### config.mk
export PLATFORM = sky130hd
export DESIGN_NAME = bus_arbiter_rr
export DESIGN_NICKNAME = d
export VERILOG_FILES = /design/src/rtl/bus_arbiter_rr.sv
export SDC_FILE = /design/constraint.sdc
export NUM_CORES = 1
export LEC_CHECK = 0
export CORE_MARGIN = 10
export CORE_UTILIZATION = 49
export CTS_BUF_LIST = sky130_fd_sc_hd__clkbuf_4 sky130_fd_sc_hd__clkbuf_8
export CTS_CLUSTER_DIAMETER = 30
export DETAILED_ROUTE_END_ITERATION = 6
export MAX_ROUTING_LAYER = met4
export PLACE_DENSITY = 0.82
export SYNTH_ARGS = -nofsm -noshare
export SYNTH_HDL_FRONTEND = slang
export SYNTH_SLANG_ARGS = --single-unit
### constraint.sdc
create_clock -name clk -period 4.98 [get_ports clk]
set_input_delay 0.996 -clock clk [delete_from_list [all_inputs] [get_ports clk]]
set_output_delay 0.996 -clock clk [all_outputs]
set_load 0.05 [all_outputs]
### src/rtl/bus_arbiter_rr.sv
// Multi-bus packet arbiter/router: per bus, pick one pending driver FIFO,
// pop its head packet and route it by destination ID (unicast or broadcast).
// Unroutable packets are dropped and counted per bus with saturation.
module bus_arbiter_rr #(
    parameter int unsigned bits      = 1,
    parameter int unsigned drvrs     = 4,
    parameter int unsigned pckg_sz   = 16,
    parameter logic [7:0]  broadcast = 8'hFF,
    parameter int unsigned MODE      = 0
) (
    input  logic                            clk,
    input  logic                            reset,
    input  logic [bits*drvrs-1:0]           pndng,
    input  logic [bits*drvrs*pckg_sz-1:0]   D_pop,
    output logic [bits*drvrs-1:0]           pop,
    output logic [bits*drvrs-1:0]           push,
    output logic [bits*pckg_sz-1:0]         D_push,
    output logic [bits*16-1:0]              drop_cnt
);

    localparam int unsigned NDRV = bits * drvrs;
    localparam int unsigned CW   = 16;
    localparam int unsigned IDW  = 8;

    localparam logic [1:0] ST_ARB  = 2'd0;
    localparam logic [1:0] ST_POP  = 2'd1;
    localparam logic [1:0] ST_PUSH = 2'd2;

    logic [1:0]         state_q [bits];
    logic [1:0]         state_d [bits];
    logic [IDW-1:0]     ptr_q   [bits];
    logic [IDW-1:0]     ptr_d   [bits];
    logic [IDW-1:0]     w_q     [bits];
    logic [IDW-1:0]     w_d     [bits];
    logic [pckg_sz-1:0] data_q  [bits];
    logic [pckg_sz-1:0] data_d  [bits];

    logic [NDRV-1:0]         pop_q,   pop_d;
    logic [NDRV-1:0]         push_q,  push_d;
    logic [bits*pckg_sz-1:0] dpush_q, dpush_d;
    logic [bits*CW-1:0]      cnt_q,   cnt_d;

    // Per-bus next-state: arbitration, pop/capture, routing and drop counting
    always_comb begin
        logic           found;
        int unsigned    idx;
        int unsigned    win;
        int unsigned    n;
        logic [IDW-1:0] id;

        state_d = state_q;
        ptr_d   = ptr_q;
        w_d     = w_q;
        data_d  = data_q;
        pop_d   = '0;
        push_d  = '0;
        dpush_d = dpush_q;
        cnt_d   = cnt_q;
        found   = 1'b0;
        idx     = 0;
        win     = 0;
        n       = 0;
        id      = '0;

        for (int unsigned b = 0; b < bits; b++) begin
            found = 1'b0;
            idx   = 0;
            win   = 0;
            n     = 0;
            id    = '0;
            case (state_q[b])
                ST_ARB: begin
                    // Round-robin starts at ptr; fixed priority starts at 0
                    for (int unsigned i = 0; i < drvrs; i++) begin
                        idx = i;
                        if (MODE == 0) begin
                            idx = 32'(ptr_q[b]) + i;
                            if (idx >= drvrs) idx = idx - drvrs;
                        end
                        if (!found && pndng[b*drvrs + idx]) begin
                            found = 1'b1;
                            win   = idx;
                        end
                    end
                    if (found) begin
                        w_d[b]     = IDW'(win);
                        ptr_d[b]   = (win + 1 == drvrs) ? '0 : IDW'(win + 1);
                        state_d[b] = ST_POP;
                    end
                end
                ST_POP: begin
                    n          = b*drvrs + 32'(w_q[b]);
                    pop_d[n]   = 1'b1;
                    data_d[b]  = D_pop[n*pckg_sz +: pckg_sz];
                    state_d[b] = ST_PUSH;
                end
                ST_PUSH: begin
                    id = data_q[b][pckg_sz-1 -: IDW];
                    dpush_d[b*pckg_sz +: pckg_sz] = data_q[b];
                    if (id == broadcast) begin
                        for (int unsigned d = 0; d < drvrs; d++) begin
                            push_d[b*drvrs + d] = (d != 32'(w_q[b]));
                        end
                    end else if (32'(id) < drvrs && id != w_q[b]) begin
                        push_d[b*drvrs + 32'(id)] = 1'b1;
                    end else if (cnt_q[b*CW +: CW] != 16'hFFFF) begin
                        cnt_d[b*CW +: CW] = cnt_q[b*CW +: CW] + 16'd1;
                    end
                    state_d[b] = ST_ARB;
                end
                default: state_d[b] = ST_ARB;
            endcase
        end
    end

    // State and output registers with synchronous active-low reset
    always_ff @(posedge clk) begin
        if (!reset) begin
            for (int unsigned b = 0; b < bits; b++) begin
                state_q[b] <= ST_ARB;
                ptr_q[b]   <= '0;
                w_q[b]     <= '0;
                data_q[b]  <= '0;
            end
            pop_q   <= '0;
            push_q  <= '0;
            dpush_q <= '0;
            cnt_q   <= '0;
        end else begin
            state_q <= state_d;
            ptr_q   <= ptr_d;
            w_q     <= w_d;
            data_q  <= data_d;
            pop_q   <= pop_d;
            push_q  <= push_d;
            dpush_q <= dpush_d;
            cnt_q   <= cnt_d;
        end
    end

    assign pop      = pop_q;
    assign push     = push_q;
    assign D_push   = dpush_q;
    assign drop_cnt = cnt_q;

endmodule

==> impl_results.md, run 1 <==
* Via count at between 5000 and 6000
* Post-route ant nets at 0
* Multi-input gate area at about 3700 sq um
* Number of synthesized flops with an enable pin at 0
* Area grow syn2layout at 30.9%
* Top delay family on crit path: simple AND/OR/NAND/NOR gates
* Cell area after synthesis at around 5500 sq um
* Placed inst area at ~6900 sq um
* Post-synth ARST share at 0%
* Area of the core at 10900 sq um
* Cell taking the most area after synthesis: dfxtp_1
* WL met2 at 8.80 mm
* Nets at around 880
* Inserted Clock Buffers at 9
* Critical Path RT at ~5.2 ns
* Fin util at between 60% and 70%
* Port bufs at around 110
* Placed cell count at roughly 900
* Die Ht at 126 um
* Static Leak at ~0.0026 uW
* Fmax at 214 MHz
* Yosys warns at 0
* Syn Area/Cell at 8.41 sq um
* Aggregate global-route resource usage at 22.6%
* # setup viols final at 0
* Max-slew violations at 0
* Largest net degree at the start of global routing at 32
* Fillers at between 800 and 900
* Final min period at between 4 and 5 ns
* Initial antenna violation count at 0
* Synth Instances at 656
* Worst Hold Slack at between 0.4 and 0.5 ns
* Yosys top cell area share at 26.9%
* DRC errors left at 0
* CP max FO at 22
* Setup crit end kind: flop
* Ranking of synthesized cells by area: dfxtp_1, mux4_2, ha_1
* Max-slew headroom at around 29%
* Iter 0 DRT Violations at 568
* Initial Util at 50.4%
* Status: finished clean
* Post-DP HPWL at between 10 and 15 mm
* Worst path cell trace: nand4_1 -> o21ai_0 -> nand4bb_4 -> nor2_2 -> mux2_4 -> a211o_1 -> nor4b_4 -> nand3_1 -> ha_1 -> nor4b_2 -> nand3_1 -> nor3_1 -> nand4_1 -> nor4_2 -> buf_4 -> o31ai_1
* GRT Residual Overflow at 0
* Met1 wire length at between 7 and 8 mm
* Clock tree root driver cell: clkbuf_8
* Fin. Hold Viols at 0
* Most numerous cell in the Yosys netlist: dfxtp_1
* Vias in the first global route at approximately 5600
* Top layer in use: met4
* Drt total wl at between 15 and 20 mm
* I/O pin total at 110
* First-pass GRT wire length at a little under 30 mm
* CTS tree: built
* Gp weighted congestion at 0.975
* Die Wd at ~130 um
* Top FF cell, synth: dfxtp_1
* Unrepaired setup endpoints after global routing: no
* CP max stage cell: dfxtp_1
* Sequential area share after synthesis at 26.9%
* Fraction of layout cells with a size suffix above 1 at between 10% and 20%
* Worst Skew at roughly 0.010 ns
* Maximum clock path buffer count at 2
* Post-Layout Cell Count at roughly 930
* Reg area at about 1500 sq um
* Crit Path Class: reg2reg
* Synth top cells by count: dfxtp_1, nor2_1, nand2_1
* Fin crit share at between 90 and 100%
* Finished Cell Area at 7220 sq um
* CTS H-Tree Depth at 3
* Max_cap viols at 0
* TritonRoute pass-1 iters at 5
* Critical Path Max Stage Delay at between 0.9 and 1 ns
* Die Area at around 16000 sq um
* Rows at 38
* Power Dens Cells at between 500 and 600 nW/um^2
* Synthesized flop and latch total at between 70 and 80
* Tightest Hold Check Type: reg2reg
* Wire per inst at around 20 um
* CTS Sinks at 74
* FF-to-FF setup slack at slightly above 0.3 ns
* Routed wl met3 at 1.10 mm
* Maximum vdd drop at 0.000310 V
* Crit path launch type: flop
* Crit path buffers/inverters at 1
* Inserted Diodes at 0
* Vias/cell at just under 6
* Netlist cell types at 80
* Clock Latency Late Sink at approximately 0.35 ns
* CTS clk-pin slew, worst paths at about 0.090 ns
* Tightest Pin Transition at around 1.1 ns
* Mapped Nets at 750
* Critical Path AT at a little under 5 ns
## stage by stage
| step | setup WS, ns | setup TNS [ns] | total power, uW |
|---|---|---|---|
| after floorplan | 0.278 | 0 | 2650 |
| after global placement | 0.120 | 0 | 3430 |
| after detailed placement | -0.00364 | -0.00364 | 3460 |
| after CTS | 0.190 | 0 | 4070 |
| after global routing | 0.0285 | 0 | 4410 |
| final | 0.303 | 0 | 4150 |
## cell type report
| class | instances | share of cell area [%] |
|---|---|---|
| repair buffers | 160 | 20.4 |
| flip-flops and latches | 74 | 20.6 |
| multi-input cells | 513 | 51.8 |
| clock inverters | 6 | 1.58 |
| well taps | 140 | 2.43 |
| clock buffers | 10 | 1.91 |
| inverters | 25 | 1.32 |
## timing repair
| action | 4_1_cts | 5_1_grt |
|---|---|---|
| setup endpoints to repair | 0 | 3 |
| resized for setup | 0 | 4 |
| hold endpoints to repair | 0 | 0 |
| hold buffers | 0 | 0 |
| buffers inserted | 0 | 1 |
## sequential cells by signal, summed over array words and instances (netlist names)
register,cells
D_push,16
pop,4
ptr_q,8
drop_cnt,16
data_q,16
push,4
w_q,8
state_q,2
## worst reg2reg max path: cells and delay by family (launching register included)
kind / cells / cell delay [ns]
adders and majority gates: 1 / 0.22
AOI/OAI and AO/OA: 3 / 0.73
DFF: 1 / 0.96
muxes: 1 / 0.33
buffers and inverters: 1 / 0.17
and+or+nand+nor: 10 / 2.16
## worst paths after layout
kind / from / endpoint / cells past startpoint
hold reg to reg: data_q[3]$_SDFFE_PN0N_ / D_push[3]$_SDFFE_PN0N_ / 2
setup / recovery: ptr_q[4]$_SDFFE_PN0P_ / ptr_q[0]$_SDFFE_PN0P_ / 16
hold / removal: data_q[3]$_SDFFE_PN0N_ / D_push[3]$_SDFFE_PN0N_ / 2
setup reg to reg: ptr_q[4]$_SDFFE_PN0P_ / ptr_q[0]$_SDFFE_PN0P_ / 16
## layer usage
metal | GRT usage [%] | up-vias
li1 | - | 2641
met1 | 27.8 | 2662
met2 | 36.2 | 201
met3 | 4.19 | 34
met4 | 7.70 | 0
met5 | - | -
## cells by family (layout without fill, tap and decap cells)
kind of cell,Yosys count,in the layout,synth area share [%]
adder cells (fa/ha/maj),24,24,5.44
XOR/XNOR,46,46,7.44
multiplexers,31,31,10.3
flip-flops,74,74,26.9
AO/OA/AOI/OAI,151,151,19.2
buffers and inverters,69,201,5.81
AND/OR/NAND/NOR,261,261,24.9
## layout by cell type (no fill, tap or decap), types with 17 or more instances in the layout
| cell type | count |
|---|---|
| a21oi_1 | 44 |
| a22oi_1 | 17 |
| buf_4 | 51 |
| clkdlybuf4s50_1 | 109 |
| dfxtp_1 | 73 |
| ha_1 | 24 |
| inv_1 | 24 |
| mux4_2 | 20 |
| nand2_1 | 66 |
| nand3_1 | 25 |
| nor2_1 | 70 |
| o21ai_0 | 19 |
| xnor2_1 | 24 |
| xor2_1 | 21 |
## report_power, final
group	total (uW)	switching (uW)	internal (uW)	leakage, uW
logic	2700	1530	1180	0.00192
clock network	586	239	347	0.000119
registers	860	175	685	0.000602
total	4150	1940	2210	0.00265
(Power assumes the default switching activity.)
==> run 2: changes to the inputs <==
--- a/config.mk
+++ b/config.mk
@@ -10,7 +10,7 @@
 export CTS_BUF_LIST = sky130_fd_sc_hd__clkbuf_4 sky130_fd_sc_hd__clkbuf_8
 export CTS_CLUSTER_DIAMETER = 30
 export DETAILED_ROUTE_END_ITERATION = 6
-export MAX_ROUTING_LAYER = met4
+export GPL_TIMING_DRIVEN = 1
 export PLACE_DENSITY = 0.82
 export SYNTH_ARGS = -nofsm -noshare
 export SYNTH_HDL_FRONTEND = slang
==> impl_results.md, run 2 (same netlist as run 1, synthesis figures left out) <==
* First-pass GRT wire length at roughly 28 mm
* Worst R2R End: ptr_q[2]$_SDFFE_PN0P_
* Port bufs at 109
* Worst path cell trace: clkdlybuf4s50_1 -> mux4_2 -> or2_1 -> o311a_1 -> inv_1 -> ha_1 -> inv_1 -> nor3_1 -> nand4_1 -> ha_1 -> nor4b_1 -> nand3_1 -> nor3_1 -> nand4_1 -> nor4_4 -> buf_4 -> o31ai_1
* Initial antenna violation count at 0
* Top delay family on crit path: simple AND/OR/NAND/NOR gates
* FF-to-FF path depth at 18
* Crit path launch: pndng[1]
* Maximum clock path buffer count at 2
* CP max stage cell: mux4_2
* Multi-input gate area at 3730 sq um
* Maximum vdd drop at around 0.0003 V
* Gp weighted congestion at 0.990
* Post-route ant nets at 0
* Max-slew headroom at approximately two fifths
* Tightest Pin Transition at approximately 0.89 ns
* Fin. Hold Viols at 0
* Commonest non-fill, non-tap cell in the layout: clkdlybuf4s50_1
* Rows at 38
* Critical Path AT at 4.95 ns
* Unrepaired setup endpoints after global routing: no
* Worst Hold Slack at roughly 0.46 ns
* Hold buffer count at cts at 0
* Aggregate global-route resource usage at between 20 and 25%
* Die Wd at roughly 130 um
* Worst Setup EP: ptr_q[2]$_SDFFE_PN0P_
* Die Area at about 16000 sq um
* Placed inst area at roughly 7100 sq um
* Vias/cell at about 6
* TritonRoute pass-1 iters at 5
* Inserted Clock Buffers at 9
* CTS clk-pin slew, worst paths at 0.08 ns
* Inserted Diodes at 0
* # setup viols final at 0
* Levels on crit path at 17
* Nets at 892
* Final setup TNS at 0 ns
* Final min period at roughly 4.7 ns
* Commonest cells after routing, fill and taps aside: clkdlybuf4s50_1, dfxtp_1, nor2_1
* CTS tree: built
* DRC errors left at 0
* Clock tree root driver cell: clkbuf_8
* Reg area at roughly 1500 sq um
* Fin crit share at a little over nine tenths
* Area of the core at roughly 11000 sq um
* Tightest Hold Check Type: reg2reg
* Power Dens Cells at 565 nW/um^2
* Drt total wl at ~18 mm
* Critical Path Max Stage Delay at ~0.6 ns
* Largest net degree at the start of global routing at 57
* Fmax at around 210 MHz
* Crit path buffers/inverters at 4
* Initial Util at between 50% and 60%
* Vias in the first global route at 5555
* Fillers at ~890
* GRT Residual Overflow at 0
* Worst r2r src: ptr_q[0]$_SDFFE_PN0P_
* Worst Skew at ~0.011 ns
* Post-DP HPWL at approximately 14 mm
* CTS H-Tree Depth at 3
* CTS Sinks at 74
* Crit Path Class: in2reg
* Finished Cell Area at between 7000 and 8000 sq um
* Area grow syn2layout at 31.7%
* Crit path launch type: input pin
* Iter 0 DRT Violations at 529
* Setup crit end kind: flop
* Status: finished clean
* Die Ht at 126 um
* Max_cap viols at 0
* Via count at between 5000 and 6000
* CP max FO at 7
* Hold depth at 2
* Wire per inst at around 19 um
* Clock Latency Late Sink at between 0.3 and 0.4 ns
* Critical Path RT at ~5.2 ns
* Max-slew violations at 0
* Fraction of layout cells with a size suffix above 1 at approximately 17%
* Static Leak at between 0.002 and 0.003 uW
* FF-to-FF setup slack at between 0.3 and 0.4 ns
* I/O pin total at 110
==> run 2: cell type report <==
type	count	area share [%]
multi-input combinational	513	51.3
timing repair buffer	175	21.8
sequential	74	20.4
tap	140	2.41
clock buffer	10	1.81
inverter	25	1.31
clock inverter	6	0.913
==> run 2: how the worst min path moves through the flow <==
| stage | from | end | slack, ns |
|---|---|---|---|
| 6_report | D_push[5]$_SDFFE_PN0N_ | D_push[5]$_SDFFE_PN0N_ | 0.46 |
| 5_1_grt | data_q[1]$_SDFFE_PN0N_ | D_push[1]$_SDFFE_PN0N_ | 0.47 |
| 4_1_cts | D_push[5]$_SDFFE_PN0N_ | D_push[5]$_SDFFE_PN0N_ | 0.46 |
| 3_5_place_dp | D_push[5]$_SDFFE_PN0N_ | D_push[5]$_SDFFE_PN0N_ | 0.45 |
| 3_3_place_gp | data_q[7]$_SDFFE_PN0N_ | D_push[7]$_SDFFE_PN0N_ | 0.44 |
| 2_1_floorplan | data_q[0]$_SDFFE_PN0N_ | D_push[0]$_SDFFE_PN0N_ | 0.43 |
==> run 2: through the flow <==
stage	std cells	util [%]	setup slack, ns	total power, uW
after CTS	942	66.3	0.269	4030
after global placement	926	64.5	0.156	3500
after floorplan	656	-	0.278	2650
after detailed placement	926	64.5	-0.0328	3540
final	943	66.4	0.272	4100
after global routing	943	66.4	0.000644	4380
==> run 2: worst reg2reg max path, stage by stage, from the launching register on <==
cell and delay (ns):
dfxtp_1 0.51, inv_1 0.14, ha_1 0.45, mux4_2 0.61, or2_1 0.28, o311a_1 0.36
inv_1 0.07, ha_1 0.17, inv_1 0.08, nor3_1 0.32, nand4_1 0.16, ha_1 0.24
nor4b_1 0.25, nand3_1 0.11, nor3_1 0.14, nand4_1 0.17, nor4_4 0.23, buf_4 0.17
o31ai_1 0.05
==> run 2: per-layer routing <==
layer | share of wire (%) | GRT usage (%)
met5 | 0 | 0
met4 | 1.6 | 5.56
met3 | 9.1 | 6.00
met2 | 48 | 35.1
met1 | 42 | 27.2
==> run 2: what timing repair did <==
item | CTS | global route
setup endpoints to repair | 0 | 3
setup buffers | 0 | 1
gates resized for setup | 0 | 1
==> run 2: report_power, final <==
group | leakage (uW) | total, uW | internal (uW) | switching, uW
Clock | 0.0000923 | 470 | 238 | 232
Sequential | 0.000601 | 835 | 683 | 152
Combinational | 0.00199 | 2800 | 1240 | 1560
Total | 0.00269 | 4100 | 2160 | 1940
==> run 3: changes to the inputs <==
--- a/config.mk
+++ b/config.mk
@@ -5,6 +5,7 @@
 export SDC_FILE = /design/constraint.sdc
 export NUM_CORES = 1
 export LEC_CHECK = 0
+export CAP_MARGIN = 10
 export CORE_MARGIN = 10
 export CORE_UTILIZATION = 49
 export CTS_BUF_LIST = sky130_fd_sc_hd__clkbuf_4 sky130_fd_sc_hd__clkbuf_8
==> results of run 3 <==
The final DEF is identical to that of run 2; final timing and power are the same.
